[src/rtl/cpu_pkg.sv]
// Shared types and constants for the multicycle controller: opcodes, ALU
// encodings, FSM states and 16-bit instruction field positions.
package cpu_pkg;

    localparam int IWIDTH = 16;

    localparam int OPC_HI   = 15;
    localparam int OPC_LO   = 12;
    localparam int RS_HI    = 11;
    localparam int RS_LO    = 9;
    localparam int RT_HI    = 8;
    localparam int RT_LO    = 6;
    localparam int RD_HI    = 5;
    localparam int RD_LO    = 3;
    localparam int FUNCT_HI = 2;
    localparam int FUNCT_LO = 0;
    localparam int IMM_HI   = 5;
    localparam int IMM_LO   = 0;
    localparam int JTGT_HI  = 11;
    localparam int JTGT_LO  = 0;

    typedef enum logic [3:0] {
        OP_R    = 4'b0000,
        OP_LW   = 4'b1000,
        OP_SW   = 4'b1010,
        OP_BEQ  = 4'b0100,
        OP_ADDI = 4'b1100,
        OP_J    = 4'b0010
    } opcode_t;

    localparam logic [3:0] ALU_ADD = 4'b0000;
    localparam logic [3:0] ALU_SUB = 4'b0001;
    localparam logic [3:0] ALU_AND = 4'b0010;
    localparam logic [3:0] ALU_OR  = 4'b0011;
    localparam logic [3:0] ALU_SLT = 4'b0100;
    localparam logic [3:0] ALU_XOR = 4'b0101;

    typedef enum logic [2:0] {
        S_FETCH,
        S_DECODE,
        S_EXEC,
        S_MEM,
        S_WB
    } state_t;

    // Observability bundle: FSM state, latched IR and the branch decision
    // the datapath will form from branch & zero.
    typedef struct packed {
        state_t              state;
        logic [IWIDTH-1:0]   ir;
        logic                pcsrc;
    } dbg_t;

    function automatic logic is_legal_op(input logic [3:0] op);
        case (op)
            OP_R, OP_LW, OP_SW, OP_BEQ, OP_ADDI, OP_J: return 1'b1;
            default:                                   return 1'b0;
        endcase
    endfunction

endpackage

[src/rtl/multicycle_ctrl_if.sv]
// Controller <-> instruction memory / datapath / data memory signal bundle.
interface multicycle_ctrl_if;
    import cpu_pkg::*;

    // mem_ready is the completion half of the data-memory handshake: the
    // controller holds memread/memwrite high in MEM and an access finishes
    // on the first rising edge where both the strobe and mem_ready are 1.
    logic [IWIDTH-1:0] instr;
    logic              zero;
    logic              mem_ready;
    logic              pcwrite;
    logic              memtoreg;
    logic              branch;
    logic              alusrc;
    logic              regdst;
    logic              regwrite;
    logic              jump;
    logic [3:0]        alucontrol;
    logic              memread;
    logic              memwrite;
    logic              illegal;

    modport master (
        output instr, zero, mem_ready,
        input  pcwrite, memtoreg, branch, alusrc, regdst, regwrite, jump,
               alucontrol, memread, memwrite, illegal
    );

    modport slave (
        input  instr, zero, mem_ready,
        output pcwrite, memtoreg, branch, alusrc, regdst, regwrite, jump,
               alucontrol, memread, memwrite, illegal
    );

endinterface

[src/rtl/alu_decoder.sv]
// Combinational opcode/funct -> alucontrol map with an undefined-funct flag.
module alu_decoder
    import cpu_pkg::*;
(
    input  logic [3:0] i_opcode,
    input  logic [2:0] i_funct,
    output logic [3:0] o_alucontrol,
    output logic       o_bad_funct
);

    always_comb begin
        o_alucontrol = ALU_ADD;
        o_bad_funct  = 1'b0;
        case (i_opcode)
            OP_R: begin
                if (i_funct > 3'd5) begin
                    o_bad_funct = 1'b1;
                end else begin
                    o_alucontrol = {1'b0, i_funct};
                end
            end
            OP_BEQ:  o_alucontrol = ALU_SUB;
            default: o_alucontrol = ALU_ADD;
        endcase
    end

endmodule

[src/rtl/multicycle_ctrl.sv]
// Multicycle FETCH/DECODE/EXEC/MEM/WB controller with registered Moore outputs.
// Optional MEM wait states on mem_ready when MULTICYCLE_CTRL_MEMWAIT_EN is defined.
module multicycle_ctrl
    import cpu_pkg::*;
(
    input  logic                clk,
    input  logic                reset,
    multicycle_ctrl_if.slave    bus,
    output dbg_t                o_dbg
);

    state_t            r_state;
    logic [IWIDTH-1:0] r_ir;
    logic              r_pcwrite;
    logic              r_memtoreg;
    logic              r_branch;
    logic              r_alusrc;
    logic              r_regdst;
    logic              r_regwrite;
    logic              r_jump;
    logic [3:0]        r_alucontrol;
    logic              r_memread;
    logic              r_memwrite;
    logic              r_illegal;

    // Outputs are registered, so the word being decoded is the incoming one
    // while in FETCH and the latched IR everywhere else.
    logic [IWIDTH-1:0] w_dec_word;
    logic [3:0]        w_dec_op;
    logic [3:0]        w_ir_op;
    logic [3:0]        w_alucontrol;
    logic              w_bad_funct;
    logic              w_illegal_instr;
    logic              w_mem_go;
    logic              w_sw_pc;

    assign w_dec_word      = (r_state == S_FETCH) ? bus.instr : r_ir;
    assign w_dec_op        = w_dec_word[OPC_HI:OPC_LO];
    assign w_ir_op         = r_ir[OPC_HI:OPC_LO];
    assign w_illegal_instr = ~is_legal_op(w_dec_op) | w_bad_funct;

    alu_decoder u_alu_decoder (
        .i_opcode     (w_dec_op),
        .i_funct      (w_dec_word[FUNCT_HI:FUNCT_LO]),
        .o_alucontrol (w_alucontrol),
        .o_bad_funct  (w_bad_funct)
    );

`ifdef MULTICYCLE_CTRL_MEMWAIT_EN
    // The SW pcwrite must land in the very cycle mem_ready arrives, which a
    // registered output cannot know in advance, so it is gated live here.
    assign w_mem_go = bus.mem_ready;
    assign w_sw_pc  = (r_state == S_MEM) & r_memwrite & bus.mem_ready;
`else
    assign w_mem_go = 1'b1;
    assign w_sw_pc  = 1'b0;
`endif

    always_ff @(posedge clk) begin
        if (reset) begin
            r_state      <= S_FETCH;
            r_ir         <= '0;
            r_pcwrite    <= 1'b0;
            r_memtoreg   <= 1'b0;
            r_branch     <= 1'b0;
            r_alusrc     <= 1'b0;
            r_regdst     <= 1'b0;
            r_regwrite   <= 1'b0;
            r_jump       <= 1'b0;
            r_alucontrol <= ALU_ADD;
            r_memread    <= 1'b0;
            r_memwrite   <= 1'b0;
            r_illegal    <= 1'b0;
        end else begin
            r_pcwrite  <= 1'b0;
            r_memtoreg <= 1'b0;
            r_branch   <= 1'b0;
            r_regwrite <= 1'b0;
            r_jump     <= 1'b0;
            r_memread  <= 1'b0;
            r_memwrite <= 1'b0;
            case (r_state)
                S_FETCH: begin
                    r_ir    <= bus.instr;
                    r_state <= S_DECODE;
                    if (w_dec_op == OP_J) begin
                        r_jump    <= 1'b1;
                        r_pcwrite <= 1'b1;
                    end else if (w_illegal_instr) begin
                        r_illegal <= 1'b1;
                        r_pcwrite <= 1'b1;
                    end
                end
                S_DECODE: begin
                    if ((w_ir_op == OP_J) || w_illegal_instr) begin
                        r_state <= S_FETCH;
                    end else begin
                        r_state      <= S_EXEC;
                        r_alusrc     <= (w_ir_op == OP_LW) || (w_ir_op == OP_SW) ||
                                        (w_ir_op == OP_ADDI);
                        r_regdst     <= (w_ir_op == OP_R);
                        r_alucontrol <= w_alucontrol;
                        if (w_ir_op == OP_BEQ) begin
                            r_branch  <= 1'b1;
                            r_pcwrite <= 1'b1;
                        end
                    end
                end
                S_EXEC: begin
                    case (w_ir_op)
                        OP_R, OP_ADDI: begin
                            r_state    <= S_WB;
                            r_regwrite <= 1'b1;
                            r_pcwrite  <= 1'b1;
                        end
                        OP_LW: begin
                            r_state   <= S_MEM;
                            r_memread <= 1'b1;
                        end
                        OP_SW: begin
                            r_state    <= S_MEM;
                            r_memwrite <= 1'b1;
`ifndef MULTICYCLE_CTRL_MEMWAIT_EN
                            r_pcwrite  <= 1'b1;
`endif
                        end
                        default: begin
                            r_state      <= S_FETCH;
                            r_alusrc     <= 1'b0;
                            r_regdst     <= 1'b0;
                            r_alucontrol <= ALU_ADD;
                        end
                    endcase
                end
                S_MEM: begin
                    if (!w_mem_go) begin
                        r_memread  <= r_memread;
                        r_memwrite <= r_memwrite;
                    end else if (w_ir_op == OP_LW) begin
                        r_state    <= S_WB;
                        r_regwrite <= 1'b1;
                        r_memtoreg <= 1'b1;
                        r_pcwrite  <= 1'b1;
                    end else begin
                        r_state      <= S_FETCH;
                        r_alusrc     <= 1'b0;
                        r_regdst     <= 1'b0;
                        r_alucontrol <= ALU_ADD;
                    end
                end
                default: begin
                    r_state      <= S_FETCH;
                    r_alusrc     <= 1'b0;
                    r_regdst     <= 1'b0;
                    r_alucontrol <= ALU_ADD;
                end
            endcase
        end
    end

    assign bus.pcwrite    = r_pcwrite | w_sw_pc;
    assign bus.memtoreg   = r_memtoreg;
    assign bus.branch     = r_branch;
    assign bus.alusrc     = r_alusrc;
    assign bus.regdst     = r_regdst;
    assign bus.regwrite   = r_regwrite;
    assign bus.jump       = r_jump;
    assign bus.alucontrol = r_alucontrol;
    assign bus.memread    = r_memread;
    assign bus.memwrite   = r_memwrite;
    assign bus.illegal    = r_illegal;

    assign o_dbg.state = r_state;
    assign o_dbg.ir    = r_ir;
    assign o_dbg.pcsrc = r_branch & bus.zero;

endmodule

[src/flat_wrapper.sv]
// flat-port wrapper written by rule: the top's interface ports become plain ports
module multicycle_ctrl_flat import cpu_pkg::*;
  (clk, reset, o_dbg, bus_instr, bus_zero, bus_mem_ready, bus_pcwrite, bus_memtoreg, bus_branch, bus_alusrc, bus_regdst, bus_regwrite, bus_jump, bus_alucontrol, bus_memread, bus_memwrite, bus_illegal);
  multicycle_ctrl_if bus_i ();
  input  logic clk;
  input  logic reset;
  output dbg_t o_dbg;
  input wire logic [$bits(bus_i.instr)-1:0] bus_instr;
  input wire logic [$bits(bus_i.zero)-1:0] bus_zero;
  input wire logic [$bits(bus_i.mem_ready)-1:0] bus_mem_ready;
  output wire logic [$bits(bus_i.pcwrite)-1:0] bus_pcwrite;
  output wire logic [$bits(bus_i.memtoreg)-1:0] bus_memtoreg;
  output wire logic [$bits(bus_i.branch)-1:0] bus_branch;
  output wire logic [$bits(bus_i.alusrc)-1:0] bus_alusrc;
  output wire logic [$bits(bus_i.regdst)-1:0] bus_regdst;
  output wire logic [$bits(bus_i.regwrite)-1:0] bus_regwrite;
  output wire logic [$bits(bus_i.jump)-1:0] bus_jump;
  output wire logic [$bits(bus_i.alucontrol)-1:0] bus_alucontrol;
  output wire logic [$bits(bus_i.memread)-1:0] bus_memread;
  output wire logic [$bits(bus_i.memwrite)-1:0] bus_memwrite;
  output wire logic [$bits(bus_i.illegal)-1:0] bus_illegal;
  assign bus_i.instr = bus_instr;
  assign bus_i.zero = bus_zero;
  assign bus_i.mem_ready = bus_mem_ready;
  assign bus_pcwrite = bus_i.pcwrite;
  assign bus_memtoreg = bus_i.memtoreg;
  assign bus_branch = bus_i.branch;
  assign bus_alusrc = bus_i.alusrc;
  assign bus_regdst = bus_i.regdst;
  assign bus_regwrite = bus_i.regwrite;
  assign bus_jump = bus_i.jump;
  assign bus_alucontrol = bus_i.alucontrol;
  assign bus_memread = bus_i.memread;
  assign bus_memwrite = bus_i.memwrite;
  assign bus_illegal = bus_i.illegal;
  multicycle_ctrl u_core (.clk(clk), .reset(reset), .bus(bus_i), .o_dbg(o_dbg));
endmodule
[config.mk]
export PLATFORM = sky130hd
export DESIGN_NAME = multicycle_ctrl_flat
export DESIGN_NICKNAME = d
export VERILOG_FILES = /design/src/rtl/cpu_pkg.sv /design/src/rtl/multicycle_ctrl_if.sv /design/src/rtl/alu_decoder.sv /design/src/rtl/multicycle_ctrl.sv /design/src/flat_wrapper.sv
export SDC_FILE = /design/constraint.sdc
export NUM_CORES = 1
export LEC_CHECK = 0
export ABC_AREA = 1
export BUFFER_PORTS_ARGS = -buffer_cell sky130_fd_sc_hd__buf_2
export CORE_ASPECT_RATIO = 1.4
export CORE_MARGIN = 3
export CORE_UTILIZATION = 42
export DETAILED_ROUTE_END_ITERATION = 7
export PLACE_DENSITY = 0.74
export SYNTH_ARGS = -nofsm -noshare
export SYNTH_HDL_FRONTEND = slang
export SYNTH_SLANG_ARGS = --single-unit
[constraint.sdc]
create_clock -name clk -period 1.66 [get_ports clk]
set_clock_uncertainty 0.2 [all_clocks]
set_input_delay 0.083 -clock clk [delete_from_list [all_inputs] [get_ports clk]]
set_output_delay 0.083 -clock clk [all_outputs]
set_load 0.005 [all_outputs]
==> run_summary.xml, run 1 <==
<?xml version="1.0" encoding="UTF-8"?>
<metrics>
  <group name="power_and_ir_drop">
    <metric name="switching_share" unit="%">31.8</metric>
    <metric name="register_share_of_total_power" unit="%">39.3</metric>
    <metric name="irDropWorstVdd" unit="mV">0.890</metric>
    <metric name="finalPower" unit="mW">2.27</metric>
    <metric name="power-per-cell-area" unit="nW/um2">1070</metric>
    <metric name="clock_power_share" unit="%">26.6</metric>
    <metric name="comb_power_share" unit="%">34.1</metric>
    <metric name="internal_pwr_total" unit="mW">1.54</metric>
    <metric name="cellLeakagePower" unit="nW">1.07</metric>
    <metric name="p_sw" unit="mW">0.721</metric>
  </group>
  <group name="timing">
    <metric name="period_share" unit="%">106</metric>
    <metric name="finalWorstSetupSlack" unit="ns">-0.108</metric>
    <metric name="worst_slew_pin_slew" unit="ns">0.587</metric>
    <metric name="setup_violations" unit="">9</metric>
    <metric name="final_period_minus_worst_setup_slack" unit="ns">1.77</metric>
    <metric name="slew_viol_final" unit="">0</metric>
    <metric name="totalNegativeSetupSlack" unit="ns">-0.676</metric>
    <metric name="final_hold_viol_count" unit="">0</metric>
    <metric name="max_freq" unit="MHz">566</metric>
    <metric name="grt_setup_unrepaired" unit="">yes</metric>
    <metric name="slew_headroom" unit="%">60.9</metric>
  </group>
  <group name="die">
    <metric name="floorplan.die.width" unit="um">53.9</metric>
    <metric name="std_cell_core_area" unit="um2">2960</metric>
    <metric name="placementRows" unit="">23</metric>
    <metric name="initial_util" unit="%">45.5</metric>
    <metric name="ioPinCount" unit="">54</metric>
    <metric name="chipHeight" unit="um">73.1</metric>
    <metric name="die-area" unit="um2">3940</metric>
  </group>
  <group name="global_route">
    <metric name="gr-usage-all-layers" unit="%">19.8</metric>
    <metric name="grt_first_pass_wirelength" unit="um">5580</metric>
    <metric name="grt_antenna_before_repair" unit="">0</metric>
    <metric name="first_global_vias" unit="">1312</metric>
    <metric name="grt_start_max_net_pins" unit="">33</metric>
    <metric name="grt_overflow" unit="">0</metric>
  </group>
  <group name="placement">
    <metric name="placedCellCount" unit="">283</metric>
    <metric name="port_buffers" unit="">51</metric>
    <metric name="pre_cts_ws" unit="ns">-0.0726</metric>
    <metric name="finalWeightedCongestion" unit="">0.807</metric>
    <metric name="post-dp-hpwl" unit="um">2400</metric>
  </group>
  <group name="clock_network">
    <metric name="htree_levels" unit="">2</metric>
    <metric name="cts.reportedPaths.clkPinSlew" unit="ns">0.06</metric>
    <metric name="cts_bufs_inserted" unit="">5</metric>
    <metric name="clk_path_buf_depth" unit="">2</metric>
    <metric name="cts.root.buffer_cell" unit="">clkbuf_8</metric>
    <metric name="cts_tree" unit="">built</metric>
    <metric name="clock_sink_count" unit="">32</metric>
    <metric name="clock_insertion_delay_at_the_later_pin_of_the_skew_report" unit="ns">0.28</metric>
  </group>
  <group name="synth">
    <metric name="synth.net_count" unit="">199</metric>
    <metric name="netlist_top_cells_area" unit="">dfxtp_1 47%, nand2_1 12%, a21oi_1 7.4%</metric>
    <metric name="ys_dominant_reg_cell" unit="">dfxtp_1</metric>
    <metric name="yosysSeqAreaShare" unit="%">47.5</metric>
    <metric name="async_reset_ff_share" unit="%">0</metric>
    <metric name="netlist.area_leader.share" unit="%">47.5</metric>
    <metric name="yosys_register_bits" unit="">32</metric>
    <metric name="syn-cell-area" unit="um2">1350</metric>
    <metric name="synth_most_common_cell" unit="">nand2_1</metric>
    <metric name="ys.warnings.count" unit="">0</metric>
    <metric name="avg_inst_size_synth" unit="um2">7.54</metric>
    <metric name="number_of_enable_flip_flop_cells_after_synthesis" unit="">0</metric>
    <metric name="synth.distinct_cells" unit="">24</metric>
    <metric name="synth_area_leader_cell" unit="">dfxtp_1</metric>
    <metric name="netlist_top_cells_count" unit="">42 x nand2_1, 32 x dfxtp_1, 20 x a21oi_1</metric>
    <metric name="synthCells" unit="">179</metric>
  </group>
  <group name="critical_path">
    <metric name="critical_path_arrival" unit="ns">1.77</metric>
    <metric name="worstPathMaxFanout" unit="">5</metric>
    <metric name="worstSetupStartpointType" unit="">register</metric>
    <metric name="end_kind" unit="">register</metric>
    <metric name="worst_path_dominant_cell_family" unit="">simple AND/OR/NAND/NOR gates</metric>
    <metric name="worst_path_max_delay_cell" unit="">dfxtp_2</metric>
    <metric name="crit_path_start" unit="">u_core.r_state[0]</metric>
    <metric name="path_buf_inv" unit="">0</metric>
    <metric name="critical_path.reg2reg.startpoint" unit="">u_core.r_state[0]</metric>
    <metric name="worst_r2r_endpoint" unit="">u_core.bus.alucontrol[1]</metric>
    <metric name="worst_path_most_repeated_cell" unit="">nand2_4</metric>
    <metric name="max_stage_delay" unit="ns">0.33</metric>
    <metric name="regToRegSetupSlack" unit="ns">-0.11</metric>
    <metric name="critPathKind" unit="">reg -&gt; reg</metric>
    <metric name="crit_chain" unit="">nor2_4 &gt; nand2_4 &gt; nand2_4 &gt; nand2_4 &gt; nor2_4 &gt; nand3_2 &gt; nand3_2 &gt; nand2_2 &gt; nand2_4 &gt; nand2_1 &gt; a21oi_1</metric>
    <metric name="ff2ff_path_depth" unit="">11</metric>
    <metric name="cp.required" unit="ns">1.67</metric>
  </group>
  <group name="run">
    <metric name="maxCapViolCount" unit="">0</metric>
  </group>
  <group name="routing">
    <metric name="initialDrtViolationCount" unit="">45</metric>
    <metric name="finalWirelength" unit="um">3740</metric>
    <metric name="drt-vias-per-instance" unit="">4.77</metric>
    <metric name="ant_nets" unit="">0</metric>
    <metric name="route.detailed.drc" unit="">0</metric>
    <metric name="routed_length_per_placed_instance" unit="um">12.1</metric>
    <metric name="tritonroute_pass_1_iters" unit="">4</metric>
    <metric name="vias" unit="">1468</metric>
  </group>
  <group name="status">
    <metric name="status" unit="">finished with violations</metric>
    <metric name="failed_checks" unit="">negative setup slack</metric>
  </group>
  <group name="cells_and_area">
    <metric name="post_route_cells_drive_above_1_share" unit="%">43.9</metric>
    <metric name="antennaDiodeCount" unit="">0</metric>
    <metric name="registers.top_by_ff_count" unit="">u_core.r_ir</metric>
    <metric name="largest_register_ff_count" unit="">16</metric>
    <metric name="flow.area_growth_from_synthesis" unit="%">56.6</metric>
    <metric name="fin_nets" unit="">290</metric>
    <metric name="layoutNonFillerInstCount" unit="">308</metric>
  </group>
  <group name="hold_path">
    <metric name="min_delay_path_depth" unit="">5</metric>
    <metric name="hold_start" unit="">bus_instr[14]</metric>
    <metric name="hold-path-endpoint" unit="">u_core.r_ir[14]</metric>
    <metric name="min_path_type" unit="">in -&gt; reg</metric>
  </group>
</metrics>
[repair_timing]
action                                 CTS  global route
endpoints found under the hold margin   10             0
gates cloned                             0             1
setup endpoints to repair                7            11
buffers inserted                         1             5
pin swaps                                5             5
resized for setup                        2            23
hold buffers                            10             0
[through the flow]
step                hold WS, ns  utilization, %  area [um2]
floorplan               -0.0383               -        1350
global placement          0.132            60.4        1790
detailed placement        0.137            60.4        1790
CTS                      0.0309            67.3        2000
global route             0.0345            71.3        2110
finish                   0.0212            71.3        2110
[power by group through the flow]
stage               Sequential, mW  Combinational (mW)  Clock (mW)
floorplan                    0.912               0.345           0
global placement             0.899               0.628           0
detailed placement           0.901               0.635           0
CTS                          0.885               0.673       0.621
global route                 0.897               0.854       0.651
finish                       0.890               0.773       0.603
[final cells by class]
| class | instances | area (um2) |
|---|---|---|
| fill | 236 | 852 |
| multi-input combinational | 121 | 681 |
| sequential | 32 | 647 |
| timing repair buffer | 89 | 569 |
| clock buffer | 8 | 90.1 |
| inverter | 21 | 78.8 |
| tap | 37 | 46.3 |
[cells by family (layout without fill, tap and decap cells)]
group / count (synthesis) / after routing / share of synthesized area, %
and+or+nand+nor: 96 / 97 / 35.4
DFF: 32 / 32 / 47.5
buffers and inverters: 27 / 118 / 7.79
AOI/OAI and AO/OA: 23 / 23 / 9.00
other: 1 / 1 / 0.278
[tightest hold or removal path, delay by kind of cell]
kind	cells	cell delay [ns]
simple gates	3	0.19
buf+inv	2	0.20
[worst max path at each step]
| stage | end | cells past startpoint | slack [ns] |
|---|---|---|---|
| finish | u_core.bus.alucontrol[1] | 11 | -0.11 |
| global route | u_core.bus.alucontrol[2] | 11 | -0.22 |
| CTS | u_core.bus.alucontrol[0] | 11 | -0.05 |
| detailed placement | u_core.bus.alucontrol[0] | 10 | -0.07 |
| global placement | u_core.bus.alucontrol[2] | 10 | -0.04 |
| floorplan | u_core.bus.regdst | 10 | 0.01 |
[cells in the final DEF (no fill, tap or decap), types with 2 or more instances in the layout]
master and n:
a21oi_1 19, nand3_1 7, clkbuf_1 2, nand4_1 7
nand3_2 3, nor2_4 4, buf_4 27, clkbuf_8 6
nor2_1 15, dfxtp_1 27, inv_2 2, inv_1 19
nand2_2 8, nand3b_1 2, nand2_1 34, nor3_2 2
nand2_4 7, buf_2 51, dfxtp_2 5, nor3_1 6
dlygate4sd3_1 10
[per-layer routing]
| metal | vias to the layer above | GRT usage [%] | routed length, um |
|---|---|---|---|
| met5 | - | 0 | 0 |
| met4 | 0 | 10.2 | 70 |
| met3 | 8 | 5.32 | 262 |
| met2 | 56 | 32.9 | 1900 |
| met1 | 648 | 22.3 | 1510 |
| li1 | 756 | - | - |
No activity file was read; power rests on OpenSTA's default activity.
==> inputs of run 2 (changes only) <==
--- a/config.mk
+++ b/config.mk
@@ -12,6 +12,7 @@
 export CORE_UTILIZATION = 42
 export DETAILED_ROUTE_END_ITERATION = 7
 export PLACE_DENSITY = 0.74
+export REMOVE_ABC_BUFFERS = 1
 export SYNTH_ARGS = -nofsm -noshare
 export SYNTH_HDL_FRONTEND = slang
 export SYNTH_SLANG_ARGS = --single-unit
==> constraint.sdc (replaced) <==
create_clock -name clk -period 1.66 [get_ports clk]
set_clock_uncertainty 0.2 [all_clocks]
set_input_delay 0.332 -clock clk [delete_from_list [all_inputs] [get_ports clk]]
set_output_delay 0.332 -clock clk [all_outputs]
set_load 0.005 [all_outputs]
==> run_summary.xml, run 2 (synthesis results as in run 1) <==
<?xml version="1.0" encoding="UTF-8"?>
<metrics>
  <group name="clock_network">
    <metric name="cts_bufs_inserted" unit="">5</metric>
    <metric name="cts_tree" unit="">built</metric>
    <metric name="htree_levels" unit="">2</metric>
    <metric name="clock_insertion_delay_at_the_later_pin_of_the_skew_report" unit="ns">0.28</metric>
    <metric name="hold_buffers" unit="">0</metric>
    <metric name="cts.root.buffer_cell" unit="">clkbuf_8</metric>
    <metric name="clk_path_buf_depth" unit="">2</metric>
    <metric name="clock_sink_count" unit="">32</metric>
    <metric name="cts.reportedPaths.clkPinSlew" unit="ns">0.07</metric>
  </group>
  <group name="routing">
    <metric name="routed_length_per_placed_instance" unit="um">12.2</metric>
    <metric name="ant_nets" unit="">0</metric>
    <metric name="drt-vias-per-instance" unit="">4.90</metric>
    <metric name="initialDrtViolationCount" unit="">31</metric>
    <metric name="route.detailed.drc" unit="">0</metric>
    <metric name="vias" unit="">1539</metric>
    <metric name="finalWirelength" unit="um">3830</metric>
    <metric name="tritonroute_pass_1_iters" unit="">4</metric>
  </group>
  <group name="cells_and_area">
    <metric name="registers.top_by_ff_count" unit="">u_core.r_ir</metric>
    <metric name="antennaDiodeCount" unit="">0</metric>
    <metric name="largest_register_ff_count" unit="">16</metric>
    <metric name="layout_common_cells" unit="">51 x buf_2, 43 x buf_4, 35 x nand2_1</metric>
    <metric name="post-route-cell-area" unit="um2">2130</metric>
    <metric name="layout_commonest_cell" unit="">buf_2</metric>
    <metric name="fin_nets" unit="">296</metric>
    <metric name="number_of_filler_cells_placed_in_the_layout" unit="">253</metric>
    <metric name="core_occupancy_in_the_finished_layout" unit="%">71.8</metric>
    <metric name="post_route_cells_drive_above_1_share" unit="%">49.8</metric>
    <metric name="flow.area_growth_from_synthesis" unit="%">57.8</metric>
  </group>
  <group name="hold_path">
    <metric name="min_path_type" unit="">in -&gt; reg</metric>
  </group>
  <group name="timing">
    <metric name="worst_hold_slack" unit="ns">0.0915</metric>
    <metric name="slew_viol_final" unit="">0</metric>
    <metric name="setup_violations" unit="">9</metric>
    <metric name="grt_setup_unrepaired" unit="">yes</metric>
    <metric name="totalNegativeSetupSlack" unit="ns">-0.960</metric>
    <metric name="period_share" unit="%">108</metric>
    <metric name="max_freq" unit="MHz">560</metric>
    <metric name="finalWorstSetupSlack" unit="ns">-0.126</metric>
    <metric name="final_hold_viol_count" unit="">0</metric>
    <metric name="final_period_minus_worst_setup_slack" unit="ns">1.79</metric>
  </group>
  <group name="die">
    <metric name="ioPinCount" unit="">54</metric>
    <metric name="floorplan.die.width" unit="um">53.9</metric>
    <metric name="chipHeight" unit="um">73.1</metric>
    <metric name="placementRows" unit="">23</metric>
    <metric name="std_cell_core_area" unit="um2">2960</metric>
    <metric name="die-area" unit="um2">3940</metric>
    <metric name="initial_util" unit="%">45.5</metric>
  </group>
  <group name="power_and_ir_drop">
    <metric name="comb_power_share" unit="%">35.3</metric>
    <metric name="irDropWorstVdd" unit="mV">0.728</metric>
    <metric name="p_sw" unit="mW">0.742</metric>
    <metric name="switching_share" unit="%">32.0</metric>
    <metric name="register_share_of_total_power" unit="%">38.3</metric>
    <metric name="clock_power_share" unit="%">26.3</metric>
    <metric name="cellLeakagePower" unit="nW">1.09</metric>
    <metric name="power-per-cell-area" unit="nW/um2">1090</metric>
    <metric name="internal_pwr_total" unit="mW">1.58</metric>
  </group>
  <group name="critical_path">
    <metric name="worst_path_max_delay_cell" unit="">dfxtp_2</metric>
    <metric name="cp.required" unit="ns">1.67</metric>
    <metric name="max_stage_delay" unit="ns">0.34</metric>
    <metric name="crit_chain" unit="">nor2_4 &gt; nand2_4 &gt; nand2_1 &gt; nand2_2 &gt; a21oi_4 &gt; nand4_1 &gt; buf_4 &gt; a21oi_2</metric>
    <metric name="critical_path_arrival" unit="ns">1.80</metric>
    <metric name="end_kind" unit="">register</metric>
    <metric name="path_buf_inv" unit="">1</metric>
    <metric name="worstSetupStartpointType" unit="">register</metric>
    <metric name="worstPathMaxFanout" unit="">6</metric>
    <metric name="worst_path_dominant_cell_family" unit="">simple AND/OR/NAND/NOR gates</metric>
    <metric name="critPathKind" unit="">reg -&gt; reg</metric>
  </group>
  <group name="placement">
    <metric name="dpl_cell_area" unit="um2">1900</metric>
    <metric name="port_buffers" unit="">51</metric>
    <metric name="post-dp-hpwl" unit="um">2690</metric>
    <metric name="finalWeightedCongestion" unit="">0.821</metric>
  </group>
  <group name="status">
    <metric name="status" unit="">finished with violations</metric>
    <metric name="failed_checks" unit="">negative setup slack</metric>
  </group>
  <group name="global_route">
    <metric name="grt_first_pass_wirelength" unit="um">6420</metric>
    <metric name="gr-usage-all-layers" unit="%">22.2</metric>
    <metric name="grt_overflow" unit="">0</metric>
    <metric name="grt_start_max_net_pins" unit="">33</metric>
    <metric name="first_global_vias" unit="">1547</metric>
    <metric name="grt_antenna_before_repair" unit="">0</metric>
  </group>
  <group name="run">
    <metric name="maxCapViolCount" unit="">0</metric>
  </group>
</metrics>
## run 2: path summary, 6_finish.rpt
kind | start | endpoint | slack [ns] | cells after the start
min reg2reg | u_core.bus.illegal | u_core.bus.illegal | 0.26 | 2
max reg2reg | u_core.r_state[0] | u_core.r_state[1] | -0.13 | 8
max | u_core.r_state[0] | u_core.r_state[1] | -0.13 | 8
min | bus_instr[5] | u_core.r_ir[5] | 0.09 | 3
## run 2: layout make-up
type	count	area, um2	area share (%)
well taps	37	46.3	2.18
repair buffers	96	609	28.6
inverters	21	81.3	3.82
clock buffers	6	82.6	3.88
multi-input cells	120	653	30.7
flip-flops and latches	32	646	30.3
clock inverters	2	10.0	0.470
## run 2: tightest hold or removal path, delay by kind of cell
family	cells	cell delay (ns)
and+or+nand+nor	1	0.05
buffers and inverters	1	0.09
AOI/OAI and AO/OA	1	0.05
## run 2: per-layer routing
metal	track usage, %	wire (um)
met1	22.0	1400
met2	41.8	2080
met3	6.34	256
met4	7.67	92
met5	0	0
## run 2: power groups by stage
stage	combinational (mW)	sequential, mW	clock [mW]
floorplan	0.329	0.912	0
global placement	0.689	0.900	0
detailed placement	0.700	0.902	0
CTS	0.774	0.885	0.621
global route	0.903	0.899	0.665
finish	0.819	0.888	0.611
## run 2: metrics by stage
step           total power [mW]  setup WS (ns)  cells
2_1_floorplan              1.24        -0.0648    173
3_3_place_gp               1.59        -0.0653    296
3_5_place_dp               1.60         -0.110    296
4_1_cts                    2.28        -0.0728    311
5_1_grt                    2.47         -0.249    314
6_report                   2.32         -0.126    314
## run 2: what timing repair did
item / in CTS / in global routing
setup buffers: 8 / 3
resized for setup: 11 / 13
setup endpoints to repair: 9 / 10
pin swaps: 8 / 12
endpoints found under the hold margin: 0 / 0
==> inputs of run 3 (changes only) <==
--- a/config.mk
+++ b/config.mk
@@ -7,7 +7,7 @@
 export LEC_CHECK = 0
 export ABC_AREA = 1
 export BUFFER_PORTS_ARGS = -buffer_cell sky130_fd_sc_hd__buf_2
-export CORE_ASPECT_RATIO = 1.4
+export CORE_ASPECT_RATIO = 0.8
 export CORE_MARGIN = 3
 export CORE_UTILIZATION = 42
 export DETAILED_ROUTE_END_ITERATION = 7
==> run_summary.xml, run 3 (synthesis results as in run 1) <==
<?xml version="1.0" encoding="UTF-8"?>
<metrics>
  <group name="status">
    <metric name="status" unit="">finished with violations</metric>
    <metric name="failed_checks" unit="">negative setup slack</metric>
  </group>
  <group name="critical_path">
    <metric name="max_stage_delay" unit="ns">0.33</metric>
    <metric name="crit_chain" unit="">nor2_4 &gt; nand2_2 &gt; nand2_1 &gt; nand2_1 &gt; nor2_4 &gt; nand3_4 &gt; nand3_2 &gt; nand2_2 &gt; nand2_4 &gt; nand2_1 &gt; a21oi_2</metric>
    <metric name="critPathKind" unit="">reg -&gt; reg</metric>
    <metric name="worst_path_most_repeated_cell" unit="">nand2_1</metric>
    <metric name="worstSetupStartpointType" unit="">register</metric>
    <metric name="end_kind" unit="">register</metric>
    <metric name="critical_path_arrival" unit="ns">1.84</metric>
    <metric name="cp.required" unit="ns">1.69</metric>
    <metric name="worstPathMaxFanout" unit="">5</metric>
    <metric name="worst_path_max_delay_cell" unit="">dfxtp_2</metric>
  </group>
  <group name="timing">
    <metric name="setup_violations" unit="">9</metric>
    <metric name="period_share" unit="%">109</metric>
    <metric name="max_freq" unit="MHz">554</metric>
    <metric name="final_hold_viol_count" unit="">0</metric>
    <metric name="final_period_minus_worst_setup_slack" unit="ns">1.81</metric>
    <metric name="slew_viol_final" unit="">0</metric>
    <metric name="worst_hold_slack" unit="ns">0.0862</metric>
    <metric name="finalWorstSetupSlack" unit="ns">-0.146</metric>
    <metric name="totalNegativeSetupSlack" unit="ns">-1.08</metric>
    <metric name="grt_setup_unrepaired" unit="">yes</metric>
  </group>
  <group name="placement">
    <metric name="placedCellCount" unit="">295</metric>
    <metric name="finalWeightedCongestion" unit="">0.944</metric>
    <metric name="port_buffers" unit="">51</metric>
    <metric name="post-dp-hpwl" unit="um">2550</metric>
  </group>
  <group name="power_and_ir_drop">
    <metric name="irDropWorstVdd" unit="mV">0.679</metric>
    <metric name="p_sw" unit="mW">0.780</metric>
    <metric name="register_share_of_total_power" unit="%">37.6</metric>
    <metric name="comb_power_share" unit="%">36.3</metric>
    <metric name="clock_power_share" unit="%">26.0</metric>
    <metric name="power-per-cell-area" unit="nW/um2">1090</metric>
    <metric name="internal_pwr_total" unit="mW">1.58</metric>
    <metric name="cellLeakagePower" unit="nW">1.11</metric>
    <metric name="switching_share" unit="%">33.1</metric>
  </group>
  <group name="cells_and_area">
    <metric name="area_used_by_multi_input_combinational_logic" unit="um2">731</metric>
    <metric name="layout_common_cells" unit="">51 x buf_2, 38 x buf_4, 34 x nand2_1</metric>
    <metric name="largest_register_ff_count" unit="">16</metric>
    <metric name="ff_latch_area" unit="um2">643</metric>
    <metric name="layout_commonest_cell" unit="">buf_2</metric>
    <metric name="number_of_filler_cells_placed_in_the_layout" unit="">219</metric>
    <metric name="flow.area_growth_from_synthesis" unit="%">59.8</metric>
    <metric name="layoutNonFillerInstCount" unit="">311</metric>
    <metric name="antennaDiodeCount" unit="">0</metric>
    <metric name="registers.top_by_ff_count" unit="">u_core.r_ir</metric>
    <metric name="core_occupancy_in_the_finished_layout" unit="%">74.0</metric>
    <metric name="post_route_cells_drive_above_1_share" unit="%">48.7</metric>
    <metric name="fin_nets" unit="">292</metric>
  </group>
  <group name="routing">
    <metric name="vias" unit="">1510</metric>
    <metric name="drt-vias-per-instance" unit="">4.86</metric>
    <metric name="initialDrtViolationCount" unit="">86</metric>
    <metric name="finalWirelength" unit="um">4040</metric>
    <metric name="routed_length_per_placed_instance" unit="um">13.0</metric>
    <metric name="tritonroute_pass_1_iters" unit="">4</metric>
    <metric name="route.detailed.drc" unit="">0</metric>
    <metric name="ant_nets" unit="">0</metric>
  </group>
  <group name="clock_network">
    <metric name="clock_insertion_delay_at_the_later_pin_of_the_skew_report" unit="ns">0.29</metric>
    <metric name="cts.reportedPaths.clkPinSlew" unit="ns">0.07</metric>
    <metric name="htree_levels" unit="">2</metric>
    <metric name="clk_path_buf_depth" unit="">2</metric>
    <metric name="cts_tree" unit="">built</metric>
    <metric name="cts.root.buffer_cell" unit="">clkbuf_8</metric>
    <metric name="clock_sink_count" unit="">32</metric>
    <metric name="cts_bufs_inserted" unit="">5</metric>
  </group>
  <group name="die">
    <metric name="std_cell_core_area" unit="um2">2910</metric>
    <metric name="ioPinCount" unit="">54</metric>
    <metric name="die-area" unit="um2">3930</metric>
    <metric name="initial_util" unit="%">46.3</metric>
    <metric name="floorplan.die.width" unit="um">69.4</metric>
    <metric name="chipHeight" unit="um">56.7</metric>
    <metric name="placementRows" unit="">17</metric>
  </group>
  <group name="global_route">
    <metric name="grt_overflow" unit="">0</metric>
    <metric name="grt_start_max_net_pins" unit="">33</metric>
    <metric name="grt_antenna_before_repair" unit="">0</metric>
    <metric name="first_global_vias" unit="">1414</metric>
    <metric name="grt_first_pass_wirelength" unit="um">6220</metric>
    <metric name="gr-usage-all-layers" unit="%">19.8</metric>
  </group>
  <group name="hold_path">
    <metric name="min_path_type" unit="">in -&gt; reg</metric>
  </group>
  <group name="run">
    <metric name="maxCapViolCount" unit="">0</metric>
  </group>
</metrics>
run 3: power by group through the flow:
stage | Sequential, mW | Combinational [mW] | Clock [mW]
3_3_place_gp | 0.898 | 0.675 | 0
5_1_grt | 0.895 | 0.936 | 0.667
3_5_place_dp | 0.898 | 0.686 | 0
6_report | 0.887 | 0.855 | 0.613
2_1_floorplan | 0.912 | 0.329 | 0
4_1_cts | 0.883 | 0.779 | 0.615
run 3: worst max-delay path, delay by kind of cell (launching register included):
| family | cells | cell delay (ns) |
|---|---|---|
| AO/OA/AOI/OAI | 1 | 0.12 |
| AND/OR/NAND/NOR | 10 | 1.10 |
| flip-flops | 1 | 0.33 |
run 3: routing by layer:
metal,track usage [%],vias up,wire (um)
met5,0,-,0
met1,24.9,677,1780
met2,30.6,64,1880
li1,-,758,-
met4,7.52,0,94
met3,7.51,11,287
run 3: final cells by class:
class	count	area share, %
Inverter	21	3.77
Tap cell	38	2.21
Sequential cell	32	29.8
Timing Repair Buffer	91	26.1
Clock buffer	8	4.18
Multi-Input combinational cell	121	33.9
run 3: timing repair:
item	4_1_cts	5_1_grt
pin swaps	11	11
gates resized for setup	20	14
setup endpoints to repair	7	10
gates cloned	1	0
buffers inserted	6	1
hold buffers	0	0
run 3: through the flow:
| stage | instance area (um2) | total power, mW | setup WS [ns] |
|---|---|---|---|
| final | 2160 | 2.36 | -0.146 |
| after global routing | 2160 | 2.50 | -0.246 |
| after CTS | 2090 | 2.28 | -0.0826 |
| after detailed placement | 1870 | 1.58 | -0.146 |
| after global placement | 1870 | 1.57 | -0.0889 |
| after floorplan | 1320 | 1.24 | -0.0648 |
run 3: final timing paths:
kind	to	cells after the start	slack [ns]	start
setup / recovery	u_core.bus.alucontrol[1]	11	-0.15	u_core.r_state[0]
hold / removal	u_core.r_ir[10]	3	0.09	bus_instr[10]
setup reg to reg	u_core.bus.alucontrol[1]	11	-0.15	u_core.r_state[0]
hold reg to reg	u_core.bus.illegal	2	0.25	u_core.bus.illegal
